File: config.mk
export PLATFORM = sky130hd
export DESIGN_NAME = id_ex_stage
export DESIGN_NICKNAME = d
export VERILOG_FILES = /design/src/rtl/id_ex_stage.sv
export SDC_FILE = /design/constraint.sdc
export NUM_CORES = 1
export LEC_CHECK = 0
export ABC_AREA = 0
export CORE_AREA = 3 3 131 133
export DETAILED_ROUTE_END_ITERATION = 7
export DIE_AREA = 0 0 134 136
export HOLD_SLACK_MARGIN = 0.06
export PLACE_DENSITY = 0.86
export SKIP_CTS_REPAIR_TIMING = 1
export SYNTH_ARGS = -nofsm -noshare
export SYNTH_HDL_FRONTEND = slang
export SYNTH_SLANG_ARGS = --single-unit
File: constraint.sdc
create_clock -name clk -period 6.55 [get_ports clk]
set_clock_uncertainty 0.15 [all_clocks]
set_input_delay 1.31 -clock clk [delete_from_list [all_inputs] [get_ports clk]]
set_output_delay 1.31 -clock clk [all_outputs]
set_load 0.01 [all_outputs]
File: src/rtl/id_ex_stage.sv
// ID/EX pipeline register with load-use hazard detection, branch flush and
// memory-hold freeze; also counts the load-use bubbles it inserts.
module id_ex_stage #(
   parameter int XLEN = 32
) (
   input  logic            clk,
   input  logic            rst,
   input  logic [XLEN-1:0] id_pc,
   input  logic [XLEN-1:0] id_rs1_data,
   input  logic [XLEN-1:0] id_rs2_data,
   input  logic [XLEN-1:0] id_imm,
   input  logic [4:0]      id_rs1,
   input  logic [4:0]      id_rs2,
   input  logic [4:0]      id_rd,
   input  logic            id_uses_rs1,
   input  logic            id_uses_rs2,
   input  logic            id_reg_write_enable,
   input  logic            id_mem_read,
   input  logic            id_mem_write,
   input  logic            id_valid,
   input  logic [3:0]      id_alu_ctrl,
   input  logic            ex_branch_taken,
   input  logic            mem_hold,
   output logic [XLEN-1:0] ex_pc,
   output logic [XLEN-1:0] ex_rs1_data,
   output logic [XLEN-1:0] ex_rs2_data,
   output logic [XLEN-1:0] ex_imm,
   output logic [4:0]      ex_rs1,
   output logic [4:0]      ex_rs2,
   output logic [4:0]      ex_rd,
   output logic            ex_reg_write_enable,
   output logic            ex_mem_read,
   output logic            ex_mem_write,
   output logic            ex_valid,
   output logic [3:0]      ex_alu_ctrl,
   output logic            stall_id,
   output logic [31:0]     stall_count
);

   typedef struct packed {
      logic [XLEN-1:0] pc;
      logic [XLEN-1:0] rs1_data;
      logic [XLEN-1:0] rs2_data;
      logic [XLEN-1:0] imm;
      logic [4:0]      rs1;
      logic [4:0]      rs2;
      logic [4:0]      rd;
      logic            reg_write_enable;
      logic            mem_read;
      logic            mem_write;
      logic            valid;
      logic [3:0]      alu_ctrl;
   } ex_bank_t;

   localparam logic [31:0] COUNT_MAX = 32'hFFFF_FFFF;

   ex_bank_t    ex_q, ex_d, id_bank_s;
   logic [31:0] stall_count_q, stall_count_d;
   logic        load_use_s;

   // Gather decode fields into the same layout as the execute bank.
   always_comb begin
      id_bank_s.pc               = id_pc;
      id_bank_s.rs1_data         = id_rs1_data;
      id_bank_s.rs2_data         = id_rs2_data;
      id_bank_s.imm              = id_imm;
      id_bank_s.rs1              = id_rs1;
      id_bank_s.rs2              = id_rs2;
      id_bank_s.rd               = id_rd;
      id_bank_s.reg_write_enable = id_reg_write_enable;
      id_bank_s.mem_read         = id_mem_read;
      id_bank_s.mem_write        = id_mem_write;
      id_bank_s.valid            = id_valid;
      id_bank_s.alu_ctrl         = id_alu_ctrl;
   end

   // A load in execute whose rd (never x0) is read by the decode instruction.
   always_comb begin
      load_use_s = ex_q.valid && ex_q.mem_read && (ex_q.rd != 5'd0) && id_valid &&
                   ((id_uses_rs1 && (id_rs1 == ex_q.rd)) ||
                    (id_uses_rs2 && (id_rs2 == ex_q.rd)));
   end

   assign stall_id = mem_hold || (load_use_s && !ex_branch_taken);

   // Next-state priority: flush, then freeze, then load-use bubble, then capture.
   always_comb begin
      ex_d          = ex_q;
      stall_count_d = stall_count_q;
      if (ex_branch_taken) begin
         ex_d = '0;
      end else if (mem_hold) begin
         ex_d = ex_q;
      end else if (load_use_s) begin
         ex_d = '0;
         if (stall_count_q != COUNT_MAX) begin
            stall_count_d = stall_count_q + 32'd1;
         end else begin
            stall_count_d = stall_count_q;
         end
      end else if (id_valid) begin
         ex_d = id_bank_s;
      end else begin
         ex_d = '0;
      end
   end

   // Execute register bank and bubble counter.
   always_ff @(posedge clk) begin
      if (rst) begin
         ex_q          <= '0;
         stall_count_q <= 32'd0;
      end else begin
         ex_q          <= ex_d;
         stall_count_q <= stall_count_d;
      end
   end

   assign ex_pc               = ex_q.pc;
   assign ex_rs1_data         = ex_q.rs1_data;
   assign ex_rs2_data         = ex_q.rs2_data;
   assign ex_imm              = ex_q.imm;
   assign ex_rs1              = ex_q.rs1;
   assign ex_rs2              = ex_q.rs2;
   assign ex_rd               = ex_q.rd;
   assign ex_reg_write_enable = ex_q.reg_write_enable;
   assign ex_mem_read         = ex_q.mem_read;
   assign ex_mem_write        = ex_q.mem_write;
   assign ex_valid            = ex_q.valid;
   assign ex_alu_ctrl         = ex_q.alu_ctrl;
   assign stall_count         = stall_count_q;

endmodule
## After elaboration in Yosys (flattened, before gate mapping)

Cells that the tools add are included.

| operators by class | value |
|---|---|
| add/subtract/negate cells | 1 |
| eq/ne operators | 3 |
| muxes and demuxes | 2 |
| bitwise gates (word level) | 2 |
| reduce and logical (&&, ||, !) cells | 13 |

Operators with widths:

| cell | count |
|---|---|
| $mux W151 | 2 |
| $add A32 B1 Y32 const B | 1 |
| $ne A32 B32 Y1 const B | 1 |
| $eq A5 B5 Y1 | 2 |
| $logic_and A1 B1 Y1 | 7 |
| $reduce_bool A5 Y1 | 1 |
| $reduce_and A4 Y1 | 1 |
| $logic_or A1 B1 Y1 | 2 |
| $not A1 Y1 | 2 |
| $reduce_or A2 Y1 | 1 |
| $logic_not A1 Y1 | 1 |

| word-level totals | value |
|---|---|
| register bits | 183 |
| input port bits | 157 |
| output and inout bits | 184 |
| logic and storage cells | 34 |

## Depth between registers and ports, before layout

Gate-level depths: netlist of the first run.

| logic depth | value |
|---|---|
| depth in word-level cells | 6 |
| mapped depth | 9 |
| gate-level depth less buffers | 7 |

## Least setup slack after synthesis of the first run

No wires, ideal clock.

| path | value |
|---|---|
| kind | input -> register |
| start | input mem_hold |
| end | register stall_count_q[23], in the netlist stall_count[23] |
| library setup time | 0.070 ns |
| arrival | 3.646 ns |
| data required time | 6.330 ns |
| slack | 2.684 ns |
| stages on the path | 8 |
| buffers on the path | 2 |
| cell sequence | or3b_1 buf_2 or4_4 or3_1 or4_1 buf_2 or4_1 a21oi_1 |

| on the way | value |
|---|---|
| cells in the longest elaborated chain, start to end | 2 |

RTL lines:

| what | line | text |
|---|---|---|
| from (decl) | 23 | `input logic mem_hold,` |
| $not A1 Y1 (no source line) | -- |  |
| $reduce_and A4 Y1 (no source line) | -- |  |
| to (signal assigned) | 115 | `stall_count_q <= stall_count_d;` |
| to (decl) | 58 | `logic [31:0] stall_count_q, stall_count_d;` |

No other way between the ends.
A chain may end at the register's enable or synchronous reset.

## Worst setup path in the final report of the first run

| path | value |
|---|---|
| start | input id_rs1[3] |
| end | output stall_id |

| on the way | value |
|---|---|
| cells in the longest elaborated chain, start to end | 6 |

RTL lines:

| what | line | text |
|---|---|---|
| from (decl) | 12 | `input logic [4:0] id_rs1,` |
| $eq A5 B5 Y1 | 80 | `((id_uses_rs1 && (id_rs1 == ex_q.rd)) \|\|` |
| $logic_and A1 B1 Y1 | 80 |  |
| $logic_or A1 B1 Y1 | 80 |  |
| $logic_and A1 B1 Y1 | 79 | `load_use_s = ex_q.valid && ex_q.mem_read && (ex_q.rd != 5'd0) && id_valid &&` |
| $logic_and A1 B1 Y1 | 84 | `assign stall_id = mem_hold \|\| (load_use_s && !ex_branch_taken);` |
| $logic_or A1 B1 Y1 | 84 |  |
| to (decl) | 36 | `output logic stall_id,` |

No other way between the ends.

==> flow_summary.ini, run 1 <==
[global_route]
track_usage = 0.230
antenna_found_initial = 2
overflow = 0
grt_max_degree = 152
grt_pass1_vias = 6025
grt_pass1_wl_mm = 33.1

[power_and_ir_drop]
pwr-share-clk = 0.435
p_sw_frac = 0.219
power_per_cell_area_nw_per_um2 = 226
ir_worst_vdd_v = 0.000174
p_int_uw = 1860
combPwrFrac = 0.084
p_seq_frac = 0.481
p_total_uw = 2380
p_leak_uw = 0.00382
switching_power_uw = 522

[layout]
drive_gt1_frac = 0.0524
syn2layout_area_growth_pct = 66.4
mostFrequentLayoutCells = clkdlybuf4s50_1 (340), dfxtp_1 (183), a22o_1 (150)
final_nets = 1042
final_common_cell = clkdlybuf4s50_1
final_area_um2 = 10500
nFillCells = 1243

[worst_setup_path]
cp_num_buf_inv = 3
worst-path-stages = 8
crit_top_cell = clkdlybuf4s50_1
path_delay_family = buffers and inverters
cp-start-kind = input pin
criticalPathCategory = in -> out
r2r-end = stall_count[23]
max_stage_delay_ns = 0.53
rrSetupSlack_ns = 3.66
cp_slowest_cell = clkdlybuf4s50_1
cp.required_ns = 5.09
timing.critical_path.to_type = primary output
critPathMaxFanout = 20
cp.arrival_ns = 3.64
crit_chain = clkdlybuf4s50_1 -> xor2_1 -> nor4_1 -> a32oi_1 -> buf_4 -> nor2_1 -> a31o_2 -> clkdlybuf4s50_1
reg2reg_depth = 7
worstReg2RegStart = ex_rd[3]

[synthesis]
synth_edf_count = 0
ys.flop_type = dfxtp_1
synthesis.area_um2 = 6320
synth-seq-cells = 183
async_flop_share = 0
ys_seq_area_frac = 0.580
syn-instance-count = 563
synth_warnings = 0
syn_nets = 721
postSynthAreaPerCell_um2 = 11.2
ys_types = 44

[floorplan]
fp.dieH_um = 136
start_util = 0.396
rows = 46
dieWidth_um = 134
pin_count = 341
dieArea_um2 = 18200
core_um2 = 15900

[clock_network]
clk_latency_ns = 0.42
cts_root_buffer = clkbuf_16
cts_tree = built
ctsHtreeMaxLevel = 4
ctsLongestPathBuffers = 2
clk_pin_slew_worst_paths_ns = 0.07
clock_sinks = 183
cts_buffers = 17

[routing]
via_per_inst = 5.19
num_vias = 5784
drc = 0
drt_iter0_markers = 338
routedWlPerCell_um = 19.3
drt_wl_total_mm = 21.5
final_antenna_net_count = 0
drt_first_pass_iters = 4

[sta]
hold_violations = 0
max-slew-margin-rel = 0.364
period_needed_ns = 5.10
rsz0062_at_grt = no
setup-tns-final_ns = 0
drv_slew = 0
finalHoldWorstSlack_ns = 0.325
final-setup-viol-count = 0
finalCritPeriodShare = 0.778
worst_pin_slew_ns = 0.948
fmax_mhz = 196

[place]
port_buffers = 340
dp.final_hpwl_mm = 15.4
gp_congestion = 0.862
dpl_cell_area_um2 = 9900

[worst_hold_path]
min_from = ex_pc[10]
worstHoldPathCells = 1
hold-path-endpoint = ex_pc[10]
min_path_type = reg -> reg

[job]
maxCapViolCount = 0

[outcome]
status = finished, final reports clean
[state kept, by name, summed over array words and instances (netlist names), 4 cells and up]
| name | flops |
|---|---|
| ex_rs2 | 5 |
| ex_rs1_data | 32 |
| stall_count | 32 |
| ex_pc | 32 |
| ex_rs2_data | 32 |
| ex_alu_ctrl | 4 |
| ex_rd | 5 |
| ex_imm | 32 |
| ex_rs1 | 5 |
[metrics by stage]
step	std cells	setup WS, ns	utilization
finish	1115	1.45	0.659
global route	1115	1.37	0.659
CTS	1113	1.45	0.659
detailed placement	1081	1.46	0.621
global placement	1081	1.50	0.621
floorplan	563	2.68	-
[metal layers]
| metal | track usage | part of all wire | up-vias |
|---|---|---|---|
| met5 | 0 | 0 | - |
| met4 | 0.105 | 0.033 | 0 |
| met3 | 0.0936 | 0.093 | 41 |
| met2 | 0.380 | 0.49 | 256 |
| met1 | 0.262 | 0.39 | 2724 |
| li1 | - | - | 2763 |
[cells by family after synthesis]
kind of cell | Yosys count | share of synthesized area
buffers and inverters | 49 | 0.0295
muxes | 6 | 0.0105
xor gates and xnor gates | 27 | 0.0374
and+or+nand+nor | 124 | 0.107
AOI/OAI and AO/OA | 173 | 0.233
adders and majority gates | 1 | 0.00198
DFF | 183 | 0.580
[worst register-to-register path: cells and delay by family, from the launching register on]
kind / cells / cell delay, ns
and+or+nand+nor: 3 / 1.53
DFF: 1 / 0.48
AOI/OAI and AO/OA: 2 / 0.33
buffers and inverters: 1 / 0.23
xor gates and xnor gates: 1 / 0.12
[synth_stat cells (3+ instances only)]
| master | number | area [um^2] |
|---|---|---|
| clkbuf_1 | 40 | 150 |
| nand4_1 | 8 | 50.1 |
| and4_1 | 5 | 43.8 |
| and3_1 | 3 | 18.8 |
| nand2_1 | 13 | 48.8 |
| nor2b_1 | 5 | 31.3 |
| a21o_1 | 5 | 37.5 |
| dfxtp_1 | 183 | 3660 |
| mux2_2 | 5 | 56.3 |
| or4_1 | 3 | 22.5 |
| xor2_1 | 9 | 78.8 |
| nand3_1 | 14 | 70.1 |
| nor4_1 | 5 | 31.3 |
| and2_1 | 5 | 31.3 |
| xnor2_1 | 18 | 158 |
| nor2_1 | 29 | 109 |
| nor4b_1 | 4 | 35.0 |
| a21oi_1 | 8 | 40.0 |
| a22o_1 | 150 | 1310 |
| or3_1 | 3 | 18.8 |
| nor3_1 | 18 | 90.1 |
| inv_1 | 6 | 22.5 |
[how the worst max path moves through the flow]
| stage | startpoint | endpoint | slack (ns) |
|---|---|---|---|
| 2_1_floorplan | mem_hold | stall_count[23] | 2.68 |
| 3_3_place_gp | id_rs1[3] | stall_id | 1.50 |
| 3_5_place_dp | id_rs1[3] | stall_id | 1.46 |
| 4_1_cts | id_rs1[3] | stall_id | 1.45 |
| 5_1_grt | id_rs1[3] | stall_id | 1.37 |
| 6_report | id_rs1[3] | stall_id | 1.45 |
[power groups by stage]
stage | sequential [uW] | clock [uW] | combinational [uW]
4_1_cts | 1140 | 1060 | 202
2_1_floorplan | 1180 | 0 | 43.2
3_5_place_dp | 1170 | 0 | 200
5_1_grt | 1140 | 1100 | 213
6_report | 1140 | 1030 | 201
3_3_place_gp | 1170 | 0 | 197
[cell type report]
type	instances	area [um^2]	area share
diodes	2	5.00	0.000476
clock buffers	21	460	0.0438
clock inverters	11	139	0.0132
inverters	6	22.5	0.00214
multi-input cells	331	2480	0.236
flip-flops and latches	183	3660	0.349
well taps	216	270	0.0257
repair buffers	345	3470	0.330
Power figures use the tool's default switching activity.
==> run 2, diff against run 1 <==
--- a/config.mk
+++ b/config.mk
@@ -6,11 +6,12 @@
 export NUM_CORES = 1
 export LEC_CHECK = 0
 export ABC_AREA = 0
-export CORE_AREA = 3 3 131 133
+export CORE_ASPECT_RATIO = 2
+export CORE_MARGIN = 3
+export CORE_UTILIZATION = 35
 export DETAILED_ROUTE_END_ITERATION = 7
-export DIE_AREA = 0 0 134 136
 export HOLD_SLACK_MARGIN = 0.06
-export PLACE_DENSITY = 0.86
+export PLACE_DENSITY = 0.82
 export SKIP_CTS_REPAIR_TIMING = 1
 export SYNTH_ARGS = -nofsm -noshare
 export SYNTH_HDL_FRONTEND = slang
==> constraint.sdc (replaced) <==
create_clock -name clk -period 4.3 [get_ports clk]
set_clock_uncertainty 0.15 [all_clocks]
set_input_delay 0.86 -clock clk [delete_from_list [all_inputs] [get_ports clk]]
set_output_delay 0.86 -clock clk [all_outputs]
set_load 0.01 [all_outputs]
==> run 2 against run 1 <==
  * Cell area is 0.13% lower
  * Count of clock-buffer cells in the layout down 3
  * Critical path type unchanged
  * Core utilization is 6.0 points lower
  * Flip-flop and latch count is the same
  * Largest cell class unchanged
  * Clock power is 44% higher
==> flow_summary.ini, run 2 (synthesis results as in run 1) <==
[worst_setup_path]
crit_path_start = id_rs1[3]
worstReg2RegStart = ex_rd[3]
crit_top_cell = clkdlybuf4s50_1
cp.arrival_ns = 3.10
timing.critical_path.to_type = primary output
cp_slowest_cell = clkdlybuf4s50_1
crit_chain = clkdlybuf4s50_1 -> xor2_1 -> nor4_1 -> buf_4 -> a32oi_1 -> nor2_1 -> a31o_2 -> clkdlybuf4s50_1
cp-start-kind = input pin
max_stage_delay_ns = 0.52
criticalPathCategory = in -> out
cp.required_ns = 3.29
critPathMaxFanout = 2

[layout]
syn2layout_area_growth_pct = 66.2
nFillCells = 1423
final_common_cell = clkdlybuf4s50_1
multiInputGateArea_um2 = 2480
regArea_um2 = 3660
drive_gt1_frac = 0.0609
diodes = 0
final_area_um2 = 10500
final_nets = 1048
mostFrequentLayoutCells = clkdlybuf4s50_1 (340), dfxtp_1 (183), a22o_1 (150)

[job]
maxCapViolCount = 0

[clock_network]
ctsHtreeMaxLevel = 4
clk_pin_slew_worst_paths_ns = 0.07
cts_root_buffer = clkbuf_16
cts_tree = built
cts_buffers = 17
ctsLongestPathBuffers = 2
clock_sinks = 183
clk_latency_ns = 0.42

[place]
dpl_cell_area_um2 = 9940
port_buffers = 340
dp.final_hpwl_mm = 15.5
gp_congestion = 0.849

[sta]
setup-tns-final_ns = 0
fmax_mhz = 243
finalCritPeriodShare = 0.956
max-slew-margin-rel = 0.465
rsz0062_at_grt = no
worst_pin_slew_ns = 0.802
period_needed_ns = 4.11
drv_slew = 0
final-setup-viol-count = 0
hold_violations = 0

[global_route]
track_usage = 0.214
grt_max_degree = 150
grt_pass1_vias = 6203
antenna_found_initial = 0
overflow = 0
grt_pass1_wl_mm = 33.2

[routing]
final_antenna_net_count = 0
drt_wl_total_mm = 21.5
via_per_inst = 5.22
drc = 0
drt_first_pass_iters = 4
routedWlPerCell_um = 19.3
drt_iter0_markers = 194
num_vias = 5815

[floorplan]
dieArea_um2 = 19800
rows = 68
pin_count = 341
core_um2 = 17500
start_util = 0.360
dieWidth_um = 101
fp.dieH_um = 196

[worst_hold_path]
min_path_type = reg -> reg
min_from = ex_rs2[0]

[outcome]
status = finished, final reports clean

[power_and_ir_drop]
power_per_cell_area_nw_per_um2 = 336
p_leak_uw = 0.00384
ir_worst_vdd_v = 0.000246
run 2: cell count changes in the layout (fill, tap and decap cells not counted), sizes merged:
cell    delta
clkinv     +2
bufinv     -2
diode      -2
clkbuf     -3
buf        +6
inv        +3
run 2: stage by stage:
step                std cells  total power [uW]   util  hold WS (ns)  worst slack (ns)
finish                   1113              3530  0.599         0.323             0.190
global route             1113              3650  0.599         0.341            0.0999
CTS                      1113              3570  0.599         0.328             0.155
detailed placement       1081              2090  0.567         0.304             0.169
global placement         1081              2080  0.567         0.305             0.178
floorplan                 563              1860      -         0.361             0.884
run 2: layer usage:
| layer | part of all wire | global-route usage | vias to the layer above | routed length (um) |
|---|---|---|---|---|
| li1 | - | - | 2760 | - |
| met1 | 0.36 | 0.228 | 2741 | 7810 |
| met2 | 0.52 | 0.369 | 267 | 11100 |
| met3 | 0.078 | 0.0669 | 47 | 1680 |
| met4 | 0.042 | 0.114 | 0 | 910 |
| met5 | 0 | 0 | - | 0 |
run 2: path summary, 6_finish.rpt:
check	slack [ns]	endpoint	cells past startpoint
max	0.19	stall_id	8
min	0.32	ex_rs2[0]	1
max reg2reg	1.25	stall_count[23]	8
min reg2reg	0.32	ex_rs2[0]	1
run 2: final cells by class:
class	count	area share
Clock buffer	18	0.0418
Clock inverter	14	0.0108
Inverter	6	0.00215
Multi-Input combinational cell	331	0.237
Sequential cell	183	0.349
Tap cell	210	0.0250
Timing Repair Buffer	351	0.335
run 2: report_power, final:
group,internal (uW),switching (uW),total (uW)
combinational,203,103,306
sequential,1720,18.3,1740
clock,772,712,1480
total,2700,833,3530
run 2: worst max-delay path: cells and delay by family:
family	cells	cell delay, ns
XOR/XNOR	1	0.16
AO/OA/AOI/OAI	2	0.35
AND/OR/NAND/NOR	2	0.59
buffers and inverters	3	1.13
==> run 3, diff against run 2 <==
--- a/config.mk
+++ b/config.mk
@@ -6,6 +6,7 @@
 export NUM_CORES = 1
 export LEC_CHECK = 0
 export ABC_AREA = 0
+export ABC_CLOCK_PERIOD_IN_PS = 4300
 export CORE_ASPECT_RATIO = 2
 export CORE_MARGIN = 3
 export CORE_UTILIZATION = 35
==> results of run 3 <==
The final DEF is identical to that of run 2; final timing and power are the same.
